File: config.mk
export PLATFORM = sky130hd
export DESIGN_NAME = rom_dump_sequencer_flat
export DESIGN_NICKNAME = d
export VERILOG_FILES = /design/src/rtl/rom_dump_sequencer_if.sv /design/src/rtl/rom_dump_sequencer.sv /design/src/flat_wrapper.sv
export SDC_FILE = /design/constraint.sdc
export NUM_CORES = 1
export LEC_CHECK = 0
export ABC_CLOCK_PERIOD_IN_PS = 2500
export BUFFER_PORTS_ARGS = -buffer_cell sky130_fd_sc_hd__buf_2
export CAP_MARGIN = 10
export CORE_ASPECT_RATIO = 1.25
export CORE_MARGIN = 4
export CORE_UTILIZATION = 52
export DETAILED_ROUTE_END_ITERATION = 6
export HOLD_SLACK_MARGIN = 0.03
export MAX_ROUTING_LAYER = met4
export PLACE_DENSITY = 0.72
export SYNTH_ARGS = -nofsm -noshare
export SYNTH_HDL_FRONTEND = slang
export SYNTH_SLANG_ARGS = --single-unit
export TNS_END_PERCENT = 20
File: constraint.sdc
create_clock -name clk -period 2.5 [get_ports clk]
set_input_delay 0.25 -clock clk [delete_from_list [all_inputs] [get_ports clk]]
set_output_delay 0.25 -clock clk [all_outputs]
set_load 0.03 [all_outputs]
File: src/rtl/rom_dump_sequencer_if.sv
//------------------------------------------------------------------------------
// rom_dump_sequencer_if
//
// Purpose : byte stream from the ROM dump sequencer to the UART transmitter.
//           Standard valid/ready handshake, one ASCII byte per transfer.
//
// Signals :
//   tx_data   8  ASCII byte presented by the sequencer
//   tx_valid  1  tx_data holds a byte waiting to be taken
//   tx_ready  1  transmitter takes the byte on this clock edge
//
// Modports:
//   master  sequencer side (drives tx_data/tx_valid, observes tx_ready)
//   slave   transmitter side
//------------------------------------------------------------------------------
interface rom_dump_sequencer_if;
    logic [7:0] tx_data;
    logic       tx_valid;
    logic       tx_ready;

    modport master (output tx_data, output tx_valid, input  tx_ready);
    modport slave  (input  tx_data, input  tx_valid, output tx_ready);
endinterface

File: src/rtl/rom_dump_sequencer.sv
//------------------------------------------------------------------------------
// rom_dump_sequencer
//
// Purpose : walks rom_reader through its whole address space and streams one
//           ASCII record "AAA:DD<CR><LF>" per address to a UART transmitter.
//           For every address it waits SETTLE_CYCLES clocks, samples the
//           address/data lines, emits the record, then pulses
//           increment_address for one clock. The dump stops after the record
//           whose captured address is all ones.
//
// Parameters:
//   DATA_WIDTH     width of data_line    (8 for 3604, 4 for 3601)
//   ADDRESS_WIDTH  width of address_line (9 for 3604, 8 for 3601), 1..12
//   SETTLE_CYCLES  clocks waited per address before sampling, 1..255
//
// Ports:
//   clk                in   system clock
//   reset_n            in   asynchronous reset, active-high (1 = reset)
//   start              in   level, accepted only when idle or done
//   address_line       in   current address from rom_reader
//   data_line          in   current data from rom_reader
//   increment_address  out  one-clock step pulse to rom_reader
//   busy               out  dump in progress
//   done               out  dump complete, held until next start or reset
//   tx                 if   byte stream to transmitter (master modport)
//
// Build option:
//   ROM_DUMP_CHECKSUM_EN  when defined, an 8-bit sum of all data values is
//                         appended as a trailer record "S:HH<CR><LF>".
//------------------------------------------------------------------------------
module rom_dump_sequencer #(
    parameter int DATA_WIDTH    = 8,
    parameter int ADDRESS_WIDTH = 9,
    parameter int SETTLE_CYCLES = 4
) (
    input  logic                     clk,
    input  logic                     reset_n,
    input  logic                     start,
    input  logic [ADDRESS_WIDTH-1:0] address_line,
    input  logic [DATA_WIDTH-1:0]    data_line,
    output logic                     increment_address,
    output logic                     busy,
    output logic                     done,
    rom_dump_sequencer_if.master     tx
);

    localparam int AD      = (ADDRESS_WIDTH + 3) / 4;
    localparam int DD      = (DATA_WIDTH + 3) / 4;
    localparam int REC_LEN = AD + DD + 3;
    // Index must also reach 5 for the six-byte checksum trailer.
    localparam int IDX_W   = (REC_LEN > 6) ? $clog2(REC_LEN) : 3;

    localparam logic [IDX_W-1:0]         REC_END = IDX_W'(REC_LEN - 1);
    localparam logic [7:0]               CNT_END = 8'(SETTLE_CYCLES - 1);
    localparam logic [ADDRESS_WIDTH-1:0] LAST    = '1;

    typedef enum logic [2:0] {
        S_IDLE,
        S_SETTLE,
        S_CAPTURE,
        S_EMIT,
        S_STEP,
`ifdef ROM_DUMP_CHECKSUM_EN
        S_CHKSUM,
`endif
        S_DONE
    } state_t;

    state_t                   r_state;
    logic [7:0]               r_cnt;
    logic [IDX_W-1:0]         r_idx;
    logic [ADDRESS_WIDTH-1:0] r_cap_addr;
    logic [DATA_WIDTH-1:0]    r_cap_data;
    logic [7:0]               r_tx_data;
    logic                     r_tx_valid;
    logic                     r_inc;
    logic                     r_busy;
    logic                     r_done;
`ifdef ROM_DUMP_CHECKSUM_EN
    logic [7:0]               r_sum;
`endif

    logic w_tx_fire;
    logic w_last_addr;

    assign w_tx_fire   = r_tx_valid && tx.tx_ready;
    // Termination is decided on the address rom_reader actually reported.
    assign w_last_addr = (r_cap_addr == LAST);

    assign tx.tx_data        = r_tx_data;
    assign tx.tx_valid       = r_tx_valid;
    assign increment_address = r_inc;
    assign busy              = r_busy;
    assign done              = r_done;

    function automatic logic [7:0] hex_char(input logic [3:0] nib);
        return (nib < 4'd10) ? (8'h30 + 8'(nib)) : (8'h37 + 8'(nib));
    endfunction

    // Byte idx of the record for (addr, data). Values are zero-extended to a
    // whole number of nibbles so the top digit is well defined.
    function automatic logic [7:0] rec_byte(input logic [ADDRESS_WIDTH-1:0] addr,
                                            input logic [DATA_WIDTH-1:0]    data,
                                            input logic [IDX_W-1:0]         idx);
        logic [AD*4-1:0] a_ext;
        logic [DD*4-1:0] d_ext;
        int              i;
        a_ext = '0;
        a_ext[ADDRESS_WIDTH-1:0] = addr;
        d_ext = '0;
        d_ext[DATA_WIDTH-1:0] = data;
        i = int'(idx);
        if (i < AD)
            return hex_char(4'(a_ext >> (4 * (AD - 1 - i))));
        else if (i == AD)
            return 8'h3A;
        else if (i <= AD + DD)
            return hex_char(4'(d_ext >> (4 * (AD + DD - i))));
        else if (i == AD + DD + 1)
            return 8'h0D;
        else
            return 8'h0A;
    endfunction

`ifdef ROM_DUMP_CHECKSUM_EN
    function automatic logic [7:0] chk_byte(input logic [7:0]       sum,
                                            input logic [IDX_W-1:0] idx);
        int i;
        i = int'(idx);
        if (i == 0)      return 8'h53;
        else if (i == 1) return 8'h3A;
        else if (i == 2) return hex_char(sum[7:4]);
        else if (i == 3) return hex_char(sum[3:0]);
        else if (i == 4) return 8'h0D;
        else             return 8'h0A;
    endfunction
`endif

    always_ff @(posedge clk or posedge reset_n) begin
        if (reset_n) begin
            r_state    <= S_IDLE;
            r_cnt      <= '0;
            r_idx      <= '0;
            r_cap_addr <= '0;
            r_cap_data <= '0;
            r_tx_data  <= '0;
            r_tx_valid <= 1'b0;
            r_inc      <= 1'b0;
            r_busy     <= 1'b0;
            r_done     <= 1'b0;
`ifdef ROM_DUMP_CHECKSUM_EN
            r_sum      <= '0;
`endif
        end else begin
            case (r_state)
                S_IDLE, S_DONE: begin
                    if (start) begin
                        r_state <= S_SETTLE;
                        r_cnt   <= '0;
                        r_busy  <= 1'b1;
                        r_done  <= 1'b0;
`ifdef ROM_DUMP_CHECKSUM_EN
                        r_sum   <= '0;
`endif
                    end
                end

                S_SETTLE: begin
                    r_cnt <= r_cnt + 8'd1;
                    if (r_cnt == CNT_END)
                        r_state <= S_CAPTURE;
                end

                // First byte is built from the live lines because the capture
                // registers only update on this same edge.
                S_CAPTURE: begin
                    r_cap_addr <= address_line;
                    r_cap_data <= data_line;
                    r_idx      <= '0;
                    r_tx_data  <= rec_byte(address_line, data_line, '0);
                    r_tx_valid <= 1'b1;
                    r_state    <= S_EMIT;
`ifdef ROM_DUMP_CHECKSUM_EN
                    r_sum      <= r_sum + 8'(data_line);
`endif
                end

                S_EMIT: begin
                    if (w_tx_fire) begin
                        if (r_idx == REC_END) begin
                            r_tx_valid <= 1'b0;
                            if (w_last_addr) begin
`ifdef ROM_DUMP_CHECKSUM_EN
                                r_state    <= S_CHKSUM;
                                r_idx      <= '0;
                                r_tx_data  <= chk_byte(r_sum, '0);
                                r_tx_valid <= 1'b1;
`else
                                r_state    <= S_DONE;
                                r_busy     <= 1'b0;
                                r_done     <= 1'b1;
`endif
                            end else begin
                                r_state <= S_STEP;
                                r_inc   <= 1'b1;
                            end
                        end else begin
                            r_idx     <= r_idx + 1'b1;
                            r_tx_data <= rec_byte(r_cap_addr, r_cap_data, r_idx + 1'b1);
                        end
                    end
                end

                S_STEP: begin
                    r_inc   <= 1'b0;
                    r_cnt   <= '0;
                    r_state <= S_SETTLE;
                end

`ifdef ROM_DUMP_CHECKSUM_EN
                S_CHKSUM: begin
                    if (w_tx_fire) begin
                        if (r_idx == IDX_W'(5)) begin
                            r_tx_valid <= 1'b0;
                            r_state    <= S_DONE;
                            r_busy     <= 1'b0;
                            r_done     <= 1'b1;
                        end else begin
                            r_idx     <= r_idx + 1'b1;
                            r_tx_data <= chk_byte(r_sum, r_idx + 1'b1);
                        end
                    end
                end
`endif

                default: r_state <= S_IDLE;
            endcase
        end
    end

endmodule

File: src/flat_wrapper.sv
// flat-port wrapper written by rule: the top's interface ports become plain ports
module rom_dump_sequencer_flat 
#(
    parameter int DATA_WIDTH    = 8,
    parameter int ADDRESS_WIDTH = 9,
    parameter int SETTLE_CYCLES = 4
)
  (clk, reset_n, start, address_line, data_line, increment_address, busy, done, tx_tx_data, tx_tx_valid, tx_tx_ready);
  rom_dump_sequencer_if tx_i ();
  input  logic clk;
  input  logic reset_n;
  input  logic start;
  input  logic [ADDRESS_WIDTH-1:0] address_line;
  input  logic [DATA_WIDTH-1:0] data_line;
  output logic increment_address;
  output logic busy;
  output logic done;
  output wire logic [$bits(tx_i.tx_data)-1:0] tx_tx_data;
  output wire logic [$bits(tx_i.tx_valid)-1:0] tx_tx_valid;
  input wire logic [$bits(tx_i.tx_ready)-1:0] tx_tx_ready;
  assign tx_tx_data = tx_i.tx_data;
  assign tx_tx_valid = tx_i.tx_valid;
  assign tx_i.tx_ready = tx_tx_ready;
  rom_dump_sequencer #(.DATA_WIDTH(DATA_WIDTH), .ADDRESS_WIDTH(ADDRESS_WIDTH), .SETTLE_CYCLES(SETTLE_CYCLES)) u_core (.clk(clk), .reset_n(reset_n), .start(start), .address_line(address_line), .data_line(data_line), .increment_address(increment_address), .busy(busy), .done(done), .tx(tx_i));
endmodule
==> results_dict.tcl <==
set metrics [dict create \
    rsz0062_at_grt "false" \
    synthAdderAreaFrac_pct 4.536 \
    yosysSeqAreaShare_pct 42.34 \
    critPathSlowestCell "dfrtp_2" \
    die_h_um 85.25 \
    synth-compound-area-share_pct 21.77 \
    ir_drop_mv 0.5403 \
    cts_num_sinks 42 \
    antenna_found_initial 0 \
    design_area_sq_um 2918 \
    die_area_sq_um 5950 \
    crit_type "flop to flop" \
    synth.area.top_cells "dfrtp_1, mux2_2, o21ai_0" \
    regArea_sq_um 1052 \
    antenna_cells 0 \
    met3_usage_pct 3.910 \
    required_ns 2.73 \
    fin_crit_sh_pct 95.55 \
    portBuffers 31 \
    ant_nets 0 \
    outcome "complete, no violations" \
    grt_overflow 0 \
    wl_per_cell_um 15.31 \
    first_global_vias 1927 \
    synth_top_family_by_area "compound AO/OA/AOI/OAI gates" \
    finalWorstSetupSlack_ns 0.1112 \
    clk_pin_slew_ns 0.08 \
    yosys.area.top_type_share_pct 42.34 \
    synth_cell_type_count 58 \
    yosys.area_share.simple_pct 16.99 \
    synth_mux_area_share_pct 10.18 \
    min_path_type "input port to async pin" \
    synth_top_area_cell "dfrtp_1" \
    multi_input_area_sq_um 1426 \
    wl_um 5436 \
    hold_viol 0 \
    ctsLongestPathBuffers 2 \
    viasPerCell 5.820 \
    placed_cell_area_sq_um 2790 \
    start_util_pct 54.84 \
    fin_crit_ns 2.389 \
    drive_gt1_share_pct 28.62 \
    worstMarginPinSlew_ns 0.6519 \
    fin_util_pct 64.46 \
    slew-limit-headroom_pct 56.21 \
    synth_xor_area_share_pct 1.058 \
    cpPeakStageDelay_ns 0.44 \
    maxCapViolCount 0 \
    grt_pass1_wl_um 9342 \
    vias 2066 \
    top_usage_layer "met2" \
    power.leakage_uw 0.001262 \
    cts_made_buffers 5 \
    area_growth_pct 17.54 \
    syn_nets 287 \
    met1_usage_pct 26.70 \
    synthFlopType "dfrtp_1" \
    fin_nets 326 \
    die_w_um 69.80 \
    worst_skew_pair.late_latency_ns 0.30 \
    drcViolationCount 0 \
    use_met2_pct 30.87 \
    r2r_slack_ns 0.11 \
    clock-skew-final_ns 0.01381 \
    worstPathBufferInverterCount 1 \
    synth_area_per_cell_sq_um 9.659 \
    fp-row-count 27 \
    synth_edf_count 0 \
    cts_tree "done" \
    syn_inst 257 \
    setup_viol 0 \
    start_kind "flop" \
    dp_hpwl_um 4129 \
    dr.pass1.iters 4 \
    grt_usage_pct 19.94 \
    crit_arrival_ns 2.62 \
    cts_root_buf "clkbuf_8" \
    syn_area_sq_um 2482 \
    gp_congestion 0.9631 \
    drt_iter0_drc 95 \
    async_flop_share_pct 100.0 \
    ys_ff_latch 42 \
    yosys_warnings 0 \
    slew_viol_final 0 \
    tns_ns 0 \
    timing.fmax_mhz 418.6 \
    end_kind "flop" \
    coreArea_sq_um 4527 \
    hold-worst-slack_ns 0.06794 \
    dp_slack_ns 0.01792 \
    power_density_nw_per_um2 430.2 \
    htreeDepth 2 \
    crit_family "adder cells" \
    io_pins 33 \
    grt_max_degree 43 \
    fill_cells 410 \
    cp_max_fo 8 \
    crit_chain "ha_2, ha_4, ha_4, nand2b_4, nor2_4, inv_1, ha_2, a211o_2, a311oi_2, a221o_1" \
]
[worst register-to-register path, delay by kind of cell (launching register included)]
family / cells / cell delay [ns]
AO/OA/AOI/OAI: 3 / 0.70
adder cells (fa/ha/maj): 4 / 0.95
buffers and inverters: 1 / 0.06
flip-flops: 1 / 0.44
AND/OR/NAND/NOR: 2 / 0.18
[cell usage in the layout (no fill, tap or decap), types with 3 or more instances in the layout]
master	synthesis	final
buf_2	2	31
buf_4	1	9
o31ai_1	3	3
nand2_1	28	28
ha_1	9	4
o21ai_1	1	3
nand4_1	3	3
mux2_2	18	18
and2_1	4	4
nand2b_1	5	4
clkbuf_8	0	5
ha_4	0	3
dfrtp_1	42	41
a22o_1	3	3
nor3_1	4	4
mux2i_1	5	5
nand3_1	6	6
a21o_1	5	5
nor2_1	14	13
a21oi_1	13	13
inv_1	8	7
a31oi_1	3	3
a22oi_1	3	3
o21ai_0	27	25
[power by group]
part | total (uW) | switching, uW | internal (uW)
sequential | 681 | 0.685 | 680
combinational | 39.0 | 24.6 | 14.4
clock | 535 | 237 | 298
total | 1260 | 263 | 993
[per-layer routing]
metal	wire [um]	up-vias
li1	-	1027
met1	2556	990
met2	2557	43
met3	247	6
met4	74	0
met5	0	-
[path summary, 6_finish.rpt]
check / start / end / cells past startpoint
min reg2reg: u_core.tx.tx_data[3]$_DFFE_PP0P_ / u_core.tx.tx_data[3]$_DFFE_PP0P_ / 2
min: reset_n / u_core.r_cap_data[0]$_DFFE_PP0N_ / 3
max: u_core.r_idx[0]$_DFFE_PP0P_ / u_core.tx.tx_data[2]$_DFFE_PP0P_ / 10
max in group asynchronous: reset_n / u_core.r_idx[0]$_DFFE_PP0P_ / 3
min in group clk: data_line[1] / u_core.r_cap_data[1]$_DFFE_PP0N_ / 2
max reg2reg: u_core.r_idx[0]$_DFFE_PP0P_ / u_core.tx.tx_data[2]$_DFFE_PP0P_ / 10
[cell type report]
class | instances | share of cell area, %
inverters | 8 | 1.158
multi-input cells | 199 | 48.89
well taps | 58 | 2.487
clock inverters | 2 | 1.286
repair buffers | 40 | 7.633
clock buffers | 6 | 2.487
flip-flops and latches | 42 | 36.06
[flip-flops by register name, summed over array words and instances (netlist names)]
register	flops
u_core.r_state	3
u_core.r_cap_data	8
u_core.done	1
u_core.increment_address	1
u_core.r_cap_addr	9
u_core.busy	1
u_core.tx.tx_data	7
u_core.tx.tx_valid	1
u_core.r_cnt	8
u_core.r_idx	3
[stage by stage]
step / std cells / total power (uW)
after floorplan: 257 / 713.0
final: 355 / 1255
after global placement: 347 / 734.1
after CTS: 355 / 1271
after global routing: 355 / 1306
after detailed placement: 347 / 734.9
[cell families after synthesis]
kind of cell	after synthesis
compound gates	80
mux	23
simple gates	83
other cells	1
fa+ha+maj	9
xor+xnor	3
flops	42
buf+inv	16
[synth_stat cells, types with 3 or more instances]
master	n
o21ai_0	27
o31ai_1	3
nand2b_1	5
nand4_1	3
a21o_1	5
nand2_1	28
inv_1	8
ha_1	9
clkbuf_1	4
nor2_1	14
nor3_1	4
a22oi_1	3
a21oi_1	13
a31oi_1	3
mux2_2	18
mux2i_1	5
dfrtp_1	42
a22o_1	3
and2_1	4
nand3_1	6
[timing repair]
action	4_1_cts	5_1_grt
buffers inserted	0	0
gates resized for setup	0	7
endpoints found under the setup margin	0	4
hold buffers	0	0
No activity file was read; power rests on OpenSTA's default activity.
